[src/rtl/sram_pkg.sv]
// Shared types, constants and address mapping for the 32-bit to 2x16-bit SRAM controller.
package sram_pkg;

    localparam int          SRAM_AW   = 18;
    localparam logic [31:0] SRAM_BASE = 32'd1024;
    localparam int          DQ_W      = 16;

    typedef enum logic [1:0] {
        IDLE,
        LOW,
        HIGH,
        DONE
    } state_t;

    // Byte address -> half-word address; below-base addresses wrap modulo 2^32.
    function automatic logic [SRAM_AW-1:0] map_half(input logic [31:0] address,
                                                     input logic [31:0] base,
                                                     input logic        hi);
        logic [31:0] word;
        word = (address - base) >> 2;
        return {(SRAM_AW - 1)'(word), hi};
    endfunction

endpackage

[src/rtl/sram_controller.sv]
// Splits one 32-bit MEM-stage load/store into two 16-bit SRAM accesses, low half first.
// ready drops for the whole access so the pipeline freezes around it.
module sram_controller
    import sram_pkg::*;
#(
    parameter int          ACCESS_CYCLES = 2,
    parameter logic [31:0] SRAM_BASE     = sram_pkg::SRAM_BASE
) (
    input  logic               clk,
    input  logic               rst,
    input  logic               rdEn,
    input  logic               wrEn,
    input  logic [31:0]        address,
    input  logic [31:0]        writeData,
    output logic [31:0]        readData,
    output logic               ready,
    output logic [SRAM_AW-1:0] sramAddr,
    output logic [DQ_W-1:0]    sramDqOut,
    input  logic [DQ_W-1:0]    sramDqIn,
    output logic               sramDqOe,
    output logic               sramWeN,
    output logic               sramOeN,
    output logic               sramCeN,
    output logic               sramUbN,
    output logic               sramLbN
);

    localparam int CW = (ACCESS_CYCLES > 1) ? $clog2(ACCESS_CYCLES) : 1;

    state_t            state, next_state;
    logic [CW-1:0]     cnt;
    logic              op_wr;
    logic [31:0]       wd;
    logic [DQ_W-1:0]   rd_lo;
    logic              ce_n;
    logic              req;
    logic              last;

    assign req  = rdEn | wrEn;
    assign last = (cnt == CW'(ACCESS_CYCLES - 1));

    // NOTE: non-blocking assignments throughout so every register samples the pre-edge values.
    // NOTE: the reset clears datapath registers too, because readData and sramAddr have defined reset values.
    always_ff @(posedge clk) begin
        if (!rst) begin
            state    <= IDLE;
            cnt      <= '0;
            op_wr    <= 1'b0;
            wd       <= '0;
            rd_lo    <= '0;
            readData <= '0;
            sramAddr <= '0;
            ce_n     <= 1'b1;
        end else begin
            state <= next_state;
            ce_n  <= 1'b0;
            case (state)
                IDLE: begin
                    if (req) begin
                        op_wr    <= wrEn;
                        wd       <= writeData;
                        sramAddr <= map_half(address, SRAM_BASE, 1'b0);
                        cnt      <= '0;
                    end
                end
                LOW: begin
                    if (last) begin
                        cnt         <= '0;
                        sramAddr[0] <= 1'b1;
                        if (!op_wr) rd_lo <= sramDqIn;
                    end else begin
                        cnt <= cnt + 1'b1;
                    end
                end
                HIGH: begin
                    // Low half is held aside so readData only changes once the whole word is in.
                    if (last) begin
                        cnt <= '0;
                        if (!op_wr) readData <= {sramDqIn, rd_lo};
                    end else begin
                        cnt <= cnt + 1'b1;
                    end
                end
                default: ;
            endcase
        end
    end

    // NOTE: every output gets a default first so no path through the case infers a latch.
    always_comb begin
        next_state = state;
        ready      = 1'b0;
        sramDqOut  = '0;
        sramDqOe   = 1'b0;
        sramWeN    = 1'b1;
        sramOeN    = 1'b1;
        case (state)
            IDLE: begin
                ready = ~req;
                if (req) next_state = LOW;
            end
            LOW, HIGH: begin
                if (op_wr) begin
                    sramDqOe  = 1'b1;
                    sramWeN   = 1'b0;
                    sramDqOut = (state == LOW) ? wd[15:0] : wd[31:16];
                end else begin
                    sramOeN = 1'b0;
                end
                if (last) next_state = (state == LOW) ? HIGH : DONE;
            end
            DONE: begin
                ready      = 1'b1;
                next_state = IDLE;
            end
            default: next_state = IDLE;
        endcase
    end

    assign sramCeN = ce_n;
    assign sramUbN = ce_n;
    assign sramLbN = ce_n;

endmodule

[config.mk]
export PLATFORM = sky130hd
export DESIGN_NAME = sram_controller
export DESIGN_NICKNAME = d
export VERILOG_FILES = /design/src/rtl/sram_pkg.sv /design/src/rtl/sram_controller.sv
export SDC_FILE = /design/constraint.sdc
export NUM_CORES = 1
export LEC_CHECK = 0
export CAP_MARGIN = 5
export CELL_PAD_IN_SITES_DETAIL_PLACEMENT = 2
export CELL_PAD_IN_SITES_GLOBAL_PLACEMENT = 2
export CORE_UTILIZATION = 21
export CTS_CLUSTER_SIZE = 25
export DETAILED_ROUTE_END_ITERATION = 10
export PLACE_DENSITY = 0.78
export REMOVE_ABC_BUFFERS = 1
export SYNTH_ARGS = -nofsm -noshare
export SYNTH_HDL_FRONTEND = slang
export SYNTH_SLANG_ARGS = --single-unit
[constraint.sdc]
create_clock -name clk -period 1.9 [get_ports clk]
set_clock_uncertainty 0.2 [all_clocks]
set_input_delay 0.38 -clock clk [delete_from_list [all_inputs] [get_ports clk]]
set_output_delay 0.38 -clock clk [all_outputs]
set_load 0.05 [all_outputs]
==> impl_metrics.yaml <==
routing:
  vias: 4124
  ant_nets: 0
  via_per_inst: 4.56
  drc: 0
  first_pass_iters: 4
  wl_met1_mm: 6.31
  wl_met3_um: 775
  drtIter0Drc: 83
  route.met2.wl_mm: 7.96
  wl_mm: 15.3
  top_layer: "met4"
  wire_per_inst_um: 16.9
synthesis:
  synthTopCellsByArea: "dfxtp_1 (52%), nand2_1 (17%), a21oi_1 (12%), mux2i_1 (4.0%), clkbuf_1 (2.5%)"
  synth.area.mux_share: 0.0429
  synth_edf_count: 0
  synth_top_family_by_area: "simple AND/OR/NAND/NOR gates"
  yosysWarnings: 0
  synth.most_common_cell: "nand2_1"
  yosysTopAreaCellShare: 0.515
  async_reset_ff_frac: 0
  synthXorXnorAreaFrac: 0.00438
  yosysTopAreaCell: "dfxtp_1"
  ys_top_cells_by_count: "nand2_1 (180), dfxtp_1 (103), a21oi_1 (94)"
  yosys.area_share.adder: 0.0156
  synth_cell_types: 35
  synthSimpleGateAreaFrac: 0.227
  synthCells: 509
  ys_ff_latch: 103
  ys_seq_area_frac: 0.515
  synth_compound_area_frac: 0.153
  ys.flop_type: "dfxtp_1"
  syn_avg_cell_area_um2: 7.86
  syn-cell-area_um2: 4000
power:
  power_w: 0.00849
  leakage_nw: 2.57
  power.density_nw_per_um2: 1230
  peakVddDrop_uv: 453
cts:
  htree_num_levels: 3
  clock_latency_ns: 0.35
  numCtsBuffers: 9
  clk_path_buf_depth: 2
  clock-root-buffer: "clkbuf_16"
  clk_pin_slew_ns: 0.07
  cts_tree: "done"
  cts.sinks: 103
global_routing:
  overflow: 0
  antenna_found_initial: 0
  grt_usage: 0.162
  grt_max_degree: 63
  grt_pass1_wl_mm: 24.6
  grt_pass1_vias: 4623
floorplan:
  die_h_um: 140
  dieArea_um2: 19600
  initial_core_util: 0.214
  num_io_pins: 157
  rows: 50
  die_w_um: 140
  core_area_um2: 18700
min_path:
  hp-class: "primary input to flop"
critical_path:
  worstPathArrival_ns: 1.64
  worstPathRequired_ns: 1.32
  critical_path.max_stage_delay_ns: 0.39
  crit_buf_inv: 3
  path_cells: "inv_4 > ha_4 > nand2_8 > buf_16 > nor2_4 > buf_12"
  cp-end-kind: "primary output"
  crit_fanout: 8
  startpoint_type: "flop"
  slowest_stage: "dfxtp_4"
  path_class: "flop to primary output"
  cp_top_family: "flip-flops"
timing:
  final.setup.tns_ns: -5.48
  rsz0062_at_grt: "true"
  hold_violations: 0
  hold_ws_ns: 0.173
  tightest_slew_ns: 0.465
  slew_headroom: 0.687
  period_needed_ns: 2.22
  finalMaxSlewViolations: 0
  clock.fmax_mhz: 450
  min_period_over_period: 1.17
  setup_viol: 21
  fin_ws_ns: -0.324
place:
  hpwl_mm: 10.2
  place_area_um2: 6000
  place_congestion: 0.736
  port_buffers: 141
layout:
  fill_cells: 2024
  nets: 755
  area_growth_pct: 72.4
  drive_gt1_frac: 0.273
  antenna_cells: 0
  finalInstanceArea_um2: 6900
  seq_area_um2: 2070
  multiInputGateArea_um2: 2190
run:
  maxCapViolations: 0
outcome:
  status: "complete, but fails checks"
  failed_checks: "negative setup slack"
-- sequential cells by signal (all words and copies together), names as in the netlist --
| name | cells |
|---|---|
| cnt | 1 |
| op_wr | 1 |
| rd_lo | 16 |
| readData | 32 |
| sramAddr | 18 |
| sramCeN | 1 |
| state | 2 |
| wd | 32 |
-- where the power goes --
| group | total (W) | switching (W) | leakage, nW | internal (W) |
|---|---|---|---|---|
| clock network | 0.00194 | 0.000896 | 0.152 | 0.00104 |
| registers | 0.00275 | 0.000271 | 0.842 | 0.00248 |
| logic | 0.00381 | 0.00207 | 1.58 | 0.00174 |
-- metrics by stage --
step	utilization	setup WS, ns	std cells
after CTS	0.362	-0.388	904
after global placement	0.321	-0.452	881
final	0.369	-0.324	905
after floorplan	-	-0.831	473
after global routing	0.369	-0.410	905
after detailed placement	0.321	-0.484	881
-- path summary, 6_finish.rpt --
path                     startpoint                       end  slack [ns]  cells past startpoint
max reg2reg   state[0]$_SDFFE_PN0P_     state[0]$_SDFFE_PN0P_       -0.03                      6
min reg2reg  rd_lo[15]$_SDFFE_PN0P_    rd_lo[15]$_SDFFE_PN0P_        0.26                      2
max           state[0]$_SDFFE_PN0P_             sramDqOut[10]       -0.32                      6
min                     address[10]  sramAddr[9]$_SDFFE_PN0P_        0.17                      3
-- cell families (layout without fill, tap and decap cells) --
| kind of cell | Yosys count | in the layout |
|---|---|---|
| AO/OA/AOI/OAI | 117 | 117 |
| multiplexers | 17 | 17 |
| flip-flops | 103 | 103 |
| buffers and inverters | 42 | 204 |
| adder cells (fa/ha/maj) | 5 | 5 |
| XOR/XNOR | 2 | 2 |
| AND/OR/NAND/NOR | 223 | 223 |
-- placed cells by master (no fill, tap or decap), types with 4 or more instances in the layout --
| cell type | netlist | final |
|---|---|---|
| a211oi_1 | 5 | 4 |
| nor2_1 | 24 | 6 |
| buf_4 | 2 | 78 |
| mux2i_4 | 0 | 16 |
| nand2_1 | 180 | 179 |
| clkbuf_16 | 0 | 9 |
| buf_12 | 0 | 29 |
| clkdlybuf4s50_1 | 0 | 64 |
| dfxtp_1 | 103 | 101 |
| a21oi_1 | 94 | 94 |
| nor2_4 | 0 | 17 |
| o21ai_0 | 11 | 11 |
-- layer usage --
metal | vias up | global-route usage
met5 | - | 0
met4 | 0 | 0.0503
met3 | 17 | 0.0421
met2 | 111 | 0.299
met1 | 2009 | 0.181
li1 | 1987 | -
-- repair_timing --
item | 4_1_cts | 5_1_grt
resized for setup | 77 | 24
hold buffers | 0 | 0
buffers inserted | 5 | 2
pin swaps | 12 | 11
cloned | 4 | 0
setup endpoints to repair | 24 | 31
-- tightest hold or removal path: stages --
cell and delay, ns:
dlymetal6s2s_1 0.10, buf_4 0.12, a211oi_1 0.07
-- layout make-up --
type	count	share of cell area
clock buffer	9	0.0327
timing repair buffer	182	0.290
tap	234	0.0425
inverter	6	0.00581
clock inverter	7	0.0118
multi-input combinational	364	0.317
sequential	103	0.300
(Power assumes the default switching activity.)
